--- src/rtl/mem_port_arbiter.sv ---
// Two-channel (fetch / data) to single memory-port arbiter with registered outputs and a response watchdog.
// Optional macro ARB_ROUND_ROBIN_EN: ties alternate between channels instead of favouring dmem.
module mem_port_arbiter #(
   parameter int unsigned TIMEOUT = 1024
) (
   input  logic        clk,
   input  logic        rst,
   input  logic [31:0] imem_addr,
   input  logic [3:0]  imem_rmask,
   output logic [31:0] imem_rdata,
   output logic        imem_resp,
   input  logic [31:0] dmem_addr,
   input  logic [3:0]  dmem_rmask,
   input  logic [3:0]  dmem_wmask,
   input  logic [31:0] dmem_wdata,
   output logic [31:0] dmem_rdata,
   output logic        dmem_resp,
   output logic [31:0] mem_addr,
   output logic [3:0]  mem_rmask,
   output logic [3:0]  mem_wmask,
   output logic [31:0] mem_wdata,
   input  logic [31:0] mem_rdata,
   input  logic        mem_resp,
   output logic        error
);

   typedef enum logic [1:0] {
      ST_IDLE   = 2'd0,
      ST_BUSY_I = 2'd1,
      ST_BUSY_D = 2'd2,
      ST_DONE   = 2'd3
   } state_t;

   localparam logic [15:0] TO_MAX  = 16'(TIMEOUT);
   localparam logic [15:0] TO_LAST = 16'(TIMEOUT - 1);

   state_t      state_r;
   state_t      state_s;
   logic [15:0] wdog_r;
   logic        ireq_s;
   logic        dreq_s;
   logic        grant_d_s;
   logic [31:0] mem_addr_r;
   logic [3:0]  mem_rmask_r;
   logic [3:0]  mem_wmask_r;
   logic [31:0] mem_wdata_r;
   logic [31:0] imem_rdata_r;
   logic [31:0] dmem_rdata_r;
   logic        imem_resp_r;
   logic        dmem_resp_r;
   logic        error_r;

   assign ireq_s = (imem_rmask != 4'h0);
   assign dreq_s = ((dmem_rmask | dmem_wmask) != 4'h0);

`ifdef ARB_ROUND_ROBIN_EN
   logic ptr_r;  // channel served most recently (1 = dmem)

   // Tie-break pointer: remembers the last granted channel
   always_ff @(posedge clk or negedge rst) begin
      if (!rst) begin
         ptr_r <= 1'b1;
      end else if (state_r == ST_IDLE && (ireq_s || dreq_s)) begin
         ptr_r <= grant_d_s;
      end
   end

   // Winner selection: a tie goes to the channel not served last
   always_comb begin
      grant_d_s = 1'b0;
      if (ireq_s && dreq_s) begin
         grant_d_s = ~ptr_r;
      end else begin
         grant_d_s = dreq_s;
      end
   end
`else
   // Winner selection: dmem has fixed priority
   always_comb begin
      grant_d_s = dreq_s;
   end
`endif

   // State register
   always_ff @(posedge clk or negedge rst) begin
      if (!rst) begin
         state_r <= ST_IDLE;
      end else begin
         state_r <= state_s;
      end
   end

   // Next-state logic; DONE never grants because the served channel still shows its request
   always_comb begin
      state_s = state_r;
      case (state_r)
         ST_IDLE: begin
            if (ireq_s || dreq_s) begin
               state_s = grant_d_s ? ST_BUSY_D : ST_BUSY_I;
            end else begin
               state_s = ST_IDLE;
            end
         end
         ST_BUSY_I, ST_BUSY_D: begin
            if (mem_resp) begin
               state_s = ST_DONE;
            end else begin
               state_s = state_r;
            end
         end
         ST_DONE: state_s = ST_IDLE;
         default: state_s = ST_IDLE;
      endcase
   end

   // Memory-port, response, watchdog and error registers
   always_ff @(posedge clk or negedge rst) begin
      if (!rst) begin
         mem_addr_r   <= 32'h0;
         mem_rmask_r  <= 4'h0;
         mem_wmask_r  <= 4'h0;
         mem_wdata_r  <= 32'h0;
         imem_rdata_r <= 32'h0;
         dmem_rdata_r <= 32'h0;
         imem_resp_r  <= 1'b0;
         dmem_resp_r  <= 1'b0;
         error_r      <= 1'b0;
         wdog_r       <= 16'h0;
      end else begin
         imem_resp_r <= 1'b0;
         dmem_resp_r <= 1'b0;
         case (state_r)
            ST_IDLE: begin
               wdog_r <= 16'h0;
               if (mem_resp) begin
                  error_r <= 1'b1;
               end
               if (ireq_s || dreq_s) begin
                  if (grant_d_s) begin
                     mem_addr_r  <= dmem_addr;
                     mem_rmask_r <= dmem_rmask;
                     mem_wmask_r <= dmem_wmask;
                     mem_wdata_r <= dmem_wdata;
                  end else begin
                     mem_addr_r  <= imem_addr;
                     mem_rmask_r <= imem_rmask;
                     mem_wmask_r <= 4'h0;
                     mem_wdata_r <= 32'h0;
                  end
               end
            end
            ST_BUSY_I, ST_BUSY_D: begin
               if (mem_resp) begin
                  mem_rmask_r <= 4'h0;
                  mem_wmask_r <= 4'h0;
                  if (state_r == ST_BUSY_I) begin
                     imem_rdata_r <= mem_rdata;
                     imem_resp_r  <= 1'b1;
                  end else begin
                     dmem_rdata_r <= mem_rdata;
                     dmem_resp_r  <= 1'b1;
                  end
               end else begin
                  // Error fires on the edge the counter lands on TIMEOUT; waiting continues
                  if (wdog_r < TO_MAX) begin
                     wdog_r <= wdog_r + 16'd1;
                  end
                  if (wdog_r == TO_LAST) begin
                     error_r <= 1'b1;
                  end
               end
            end
            ST_DONE: begin
               if (mem_resp) begin
                  error_r <= 1'b1;
               end
            end
            default: begin
               error_r <= 1'b1;
            end
         endcase
      end
   end

   assign mem_addr   = mem_addr_r;
   assign mem_rmask  = mem_rmask_r;
   assign mem_wmask  = mem_wmask_r;
   assign mem_wdata  = mem_wdata_r;
   assign imem_rdata = imem_rdata_r;
   assign dmem_rdata = dmem_rdata_r;
   assign imem_resp  = imem_resp_r;
   assign dmem_resp  = dmem_resp_r;
   assign error      = error_r;

endmodule
--- config.mk ---
export PLATFORM = sky130hd
export DESIGN_NAME = mem_port_arbiter
export DESIGN_NICKNAME = d
export VERILOG_FILES = /design/src/rtl/mem_port_arbiter.sv
export SDC_FILE = /design/constraint.sdc
export NUM_CORES = 1
export LEC_CHECK = 0
export CAP_MARGIN = 40
export CORE_MARGIN = 5
export CORE_UTILIZATION = 35
export CTS_CLUSTER_SIZE = 12
export DETAILED_ROUTE_END_ITERATION = 10
export HOLD_SLACK_MARGIN = 0.03
export PLACE_DENSITY = 0.69
export SKIP_CTS_REPAIR_TIMING = 1
export SYNTH_ARGS = -nofsm -noshare
export SYNTH_HDL_FRONTEND = slang
export SYNTH_SLANG_ARGS = --single-unit
--- constraint.sdc ---
create_clock -name clk -period 5 [get_ports clk]
set_input_delay 0.5 -clock clk [delete_from_list [all_inputs] [get_ports clk]]
set_output_delay 0.5 -clock clk [all_outputs]
set_load 0.01 [all_outputs]
# [After elaboration in Yosys (flattened, before gate mapping)]
# Index checks and enable logic that the tools add are counted.
[op_classes] addsub=1 order_cmp=1 eq_ne=10 muxes=26 bitwise_logic=2 reduce_logical=13
[ops] operator="2-to-1 mux 32 bit" n=2
[ops] operator="2-to-1 mux 16 bit" n=2
[ops] operator="case mux 16 bit (2 select lines)" n=1
[ops] operator="2-to-1 mux 4 bit" n=5
[ops] operator="adder 16 x 1 -> 16 bit (second input constant)" n=1
[ops] operator="== test 16 x 10 -> 1 bit (second input constant)" n=1
[ops] operator="less-than comparator 16 x 11 -> 1 bit (second input constant)" n=1
[ops] operator="case mux 4 bit (2 select lines)" n=2
[ops] operator="AND reduction 3 bit" n=5
[ops] operator="inequality test 2 bit (second input constant)" n=5
[ops] operator="2-to-1 mux 1 bit" n=9
[ops] operator="nonzero test 4 bit" n=2
[ops] operator="2-to-1 mux 2 bit" n=3
[ops] operator="case mux 2 bit (3 select lines)" n=1
[ops] operator="== test 2 bit (second input constant)" n=2
[ops] operator="bitwise OR 4 bit" n=1
[ops] operator="OR reduction 2 bit" n=2
[ops] operator="== test 2 x 1 -> 1 bit (second input constant)" n=1
[ops] operator="logical NOT 2 bit" n=1
[ops] operator="inequality test 2 x 1 -> 1 bit (second input constant)" n=1
[ops] operator="case mux 1 bit (2 select lines)" n=1
[ops] operator="AND reduction 2 bit" n=1
[ops] operator="nonzero test 2 bit" n=1
[ops] operator="logical OR 1 bit" n=1
[ops] operator="NOT 1 bit" n=1
[totals] regBits=157 out_inout_bits=139 elab_cells=64

# [Logic depth before layout (Yosys ltp)]
[logic_depth] word_depth=5 ltp_mapped=8 ltp_nobuf=6

# [Worst setup path before layout]
# No wires, ideal clock.
[synth_path] path_kind="register -> register" from="reg state_r[0]" to="reg wdog_r[7]" setup_ps=78 arrival_time_ps=1689 required_time_ps=4922 slack_ps=3233 path_stages_with_launch=7 n_path_buf=0 synth_period_minus_slack_ps=1767 cell_sequence="dfrtp_1 > inv_1 > ha_1 > nor4b_4 > nand4_2 > or3_1 > a21oi_1"
[synth_between] elab_chain_cells=4 elab_cells_between_ends=9
[synth_rtl] element="from (decl)" line="37" rtl="state_t state_r;"
[synth_rtl] element="from (signal assigned)" line="89" rtl="state_r <= state_s;"
[synth_rtl] element="== test 2 x 1 -> 1 bit / == test 2 bit (equally long branches)" line="132" rtl="case (state_r)"
[synth_rtl] element="OR reduction 2 bit" line="132"
[synth_rtl] element="inequality test 2 bit (no line) / nonzero test 2 bit (equally long branches)"
[synth_rtl] element="AND reduction 3 bit (no line)"
[synth_rtl] element="to (signal assigned)" line="166" rtl="wdog_r <= wdog_r + 16'd1;"
[synth_rtl] element="to (decl)" line="39" rtl="logic [15:0] wdog_r;"
# Several ways; a longest one is shown, not always the timed one.
# A chain may end at the register's enable or synchronous reset.

# [Worst setup path in the final report]
[layout_path] from="in dmem_wmask[2]" to="reg mem_wdata_r[25], in the netlist mem_wdata[25]"
[layout_between] elab_chain_cells=4 elab_cells_between_ends=5
[layout_rtl] element="from (decl)" line="14" rtl="input logic [3:0] dmem_wmask,"
[layout_rtl] element="bitwise OR 4 bit (*)" line="54" rtl="assign dreq_s = ((dmem_rmask | dmem_wmask) != 4'h0);"
[layout_rtl] element="nonzero test 4 bit (*)" line="54"
[layout_rtl] element="logical OR 1 bit" line="138" rtl="if (ireq_s || dreq_s) begin"
[layout_rtl] element="AND reduction 2 bit (no line)"
[layout_rtl] element="to (signal assigned)" line="143" rtl="mem_wdata_r <= dmem_wdata;"
[layout_rtl] element="to (decl)" line="46" rtl="logic [31:0] mem_wdata_r;"
# Every way passes the cells marked *; elsewhere a longest branch is shown, timed or not.

==> reports/summary.txt <==
Worst R2R End: error
Logic gate share of total power: 45.1%
Final Hold Violating Endpoints: 0
#FFs+latches synth: 157
Fmax: 403.8 MHz
Vias/cell: 4.905
Leakage power: 4.250 nW
Site row count: 49
Fillers: 1473
Setup TNS: 0 ns
WL per Instance: 17.77 microns
DR top layer: met4
Status: completed
Min cycle time layout: 2.476 ns
Slew @ Worst Pin: 0.7167 ns
Ys flop type: dfrtp_1
Crit. Startpoint: dmem_wmask[2]
Die height: 144.3 microns
Syn Inst Count: 513
Clock root buffer: clkbuf_16
Most common cell after layout, fill and taps aside: clkdlybuf4s50_1
Clk pwr share: 20.2%
Max-cap violations: 0
Tot GR Track Use: 17.14%
Global route overflow: 0
DRC viols: 0
Met2 WL: 9187 microns
Pre-antenna DRT Iters: 4
DR WL met3: 1396 microns
Worst rel slew slack: 52.22%
CP Max Fanout: 35
Ports: 282
CP startpoint kind: primary input
Number of distinct library cells after synthesis: 46
Period utilization: 49.53%
Reg2reg path depth: 6
Tightest hold margin: 0.05544 ns
CTS H-tree depth: 4
Async SR Flop Fraction: 100.0%
RSZ-0062 raised after global routing: no
Post-Syn Area: 6315 sq um
Vias: 5077
Initial antenna violation count: 0
Clk_lat worst skew: 0.41 ns
Ant diodes: 0
Die area: 20830 sq um
Area Growth Syn to Fin: 57.78%
Slew Limit Fails: 0
Maximum VDD drop: 0.3291 mV
Int Power: 4.144 mW
Die Wd: 144.3 microns
DP HPWL: 13650 microns
Net Count, Synth: 659
Routed WL: 18390 microns
Clock transition at path regs: 0.07 ns
Flop pwr share: 34.7%
Worst Path Arrival: 2.78 ns
Crit. End Element: flop
Final nets: 939
Largest net degree at the start of global routing: 65
Initial Utilization: 35.40%
Yosys warnings: 0
Crit path required time: 5.30 ns
Pwr dens: 626.3 nW/um^2
Skew final: 0.007981 ns
GPL Wtd Cong: 0.7883
Max Root-Sink Buffers: 2
Crit Path Class: in -> reg
Core area: 17840 sq um
Number of buffers created by CTS: 17
DR iter-0 viols: 264
Hold Path Class: in -> async
Antenna viol nets, final: 0
Clock sink total: 157
Number of enable flip-flop cells after synthesis: 0
Sw power: 2.096 mW
Reg2reg start: state_r[0]
Leading cell types in the layout, fill and taps excluded: clkdlybuf4s50_1, dfrtp_1, nand2_1
R2r setup slk: 2.61 ns
Met1 Routed Length: 7569 microns
Vias in the first global route: 5233
Global-route wire length before repair: 27880 microns
CTS tree: done
Sequential-to-total area share from yosys stat: 62.22%
Syn_area_per_cell: 12.31 sq um
Sw Ratio: 33.59%
Setup-failing EPs final: 0
Port Buf Inserts: 281
Fraction of layout cells with a size suffix above 1: 10.92%
[worst max-delay path, stage by stage]
cell             delay (ns)
clkdlybuf4s50_1        0.43
nor4_2                 0.47
and2_1                 0.28
buf_4                  0.39
nor2_2                 0.23
buf_8                  0.21
a22o_1                 0.24
[power by group through the flow]
| stage | Sequential, mW | Clock (mW) | Combinational (mW) |
|---|---|---|---|
| after detailed placement | 2.19 | 0 | 2.86 |
| final | 2.17 | 1.26 | 2.81 |
| after CTS | 2.17 | 1.30 | 2.86 |
| after floorplan | 2.41 | 0 | 1.03 |
| after global routing | 2.24 | 1.35 | 3.03 |
| after global placement | 2.16 | 0 | 2.76 |
[area by class of cell]
cell class              count  area (sq um)  area share [%]
clock buffers              19         432.9           4.345
well taps                 229         286.5           2.876
repair buffers            290          2897           29.07
flip-flops and latches    157          3929           39.43
inverters                  13         48.80          0.4898
multi-input cells         314          2223           22.32
clock inverters            13         146.4           1.469
[through the flow]
stage               worst slack [ns]  util [%]  power, mW  cell area [sq um]  instances
finish                         2.524     55.85      6.240               9963       1035
global route                   2.382     55.85      6.626               9963       1035
CTS                            2.526     55.85      6.328               9963       1035
detailed placement             2.077     52.60      5.041               9384       1003
global placement               1.821     52.43      4.926               9354       1001
floorplan                      3.233         -      3.438               6315        513
[per-layer routing]
metal | track usage, % | up-vias
met5 | 0 | -
met4 | 4.909 | 0
met3 | 4.828 | 18
met2 | 28.55 | 202
met1 | 21.93 | 2479
li1 | - | 2378
[worst max path at each step]
stage                     to  slack, ns  depth (start not counted)
2_1_floorplan      wdog_r[7]       3.23                          6
3_3_place_gp   mem_wdata[24]       1.82                          6
3_5_place_dp    mem_wdata[3]       2.08                          7
4_1_cts        mem_wdata[25]       2.53                          7
5_1_grt        mem_wdata[29]       2.38                          7
6_report       mem_wdata[25]       2.52                          7
[Yosys cell counts (2+ instances only)]
cell      count  share of area, %
nand2_1      74               4.4
o211ai_1      4              0.48
dfrtp_1     157                62
nor2b_1       4              0.40
nand4_1       2              0.20
ha_1          3              0.59
a22o_1       32               4.4
o22ai_1       5              0.50
clkbuf_1     15              0.89
mux2_1       33               5.9
nor4_2        4              0.79
buf_2         9              0.71
and2_1        7              0.69
o31ai_1       2              0.24
nor2_1       38               2.3
inv_1        12              0.71
a21oi_1       7              0.55
a31oi_1      32               3.2
buf_1         3              0.18
and3_1        2              0.20
mux2_2       35               6.2
nand3_1       8              0.63
o21ai_0       2              0.16
[sequential cells by signal, indices dropped and copies added, names as in the netlist]
register    cells
mem_rmask       4
mem_wmask       4
wdog_r         16
imem_rdata     32
dmem_resp       1
mem_addr       32
state_r         2
error           1
mem_wdata      32
imem_resp       1
dmem_rdata     32
[cells by family (layout without fill, tap and decap cells)]
group	count (synthesis)	in the layout	synth area share [%]
DFF	157	157	62.22
and+or+nand+nor	147	147	11.04
AOI/OAI and AO/OA	94	94	11.00
muxes	68	68	12.13
buffers and inverters	42	335	2.754
adders and majority gates	3	3	0.5945
xor gates and xnor gates	2	2	0.2774
Note: power is estimated with default switching activity, not from simulation.
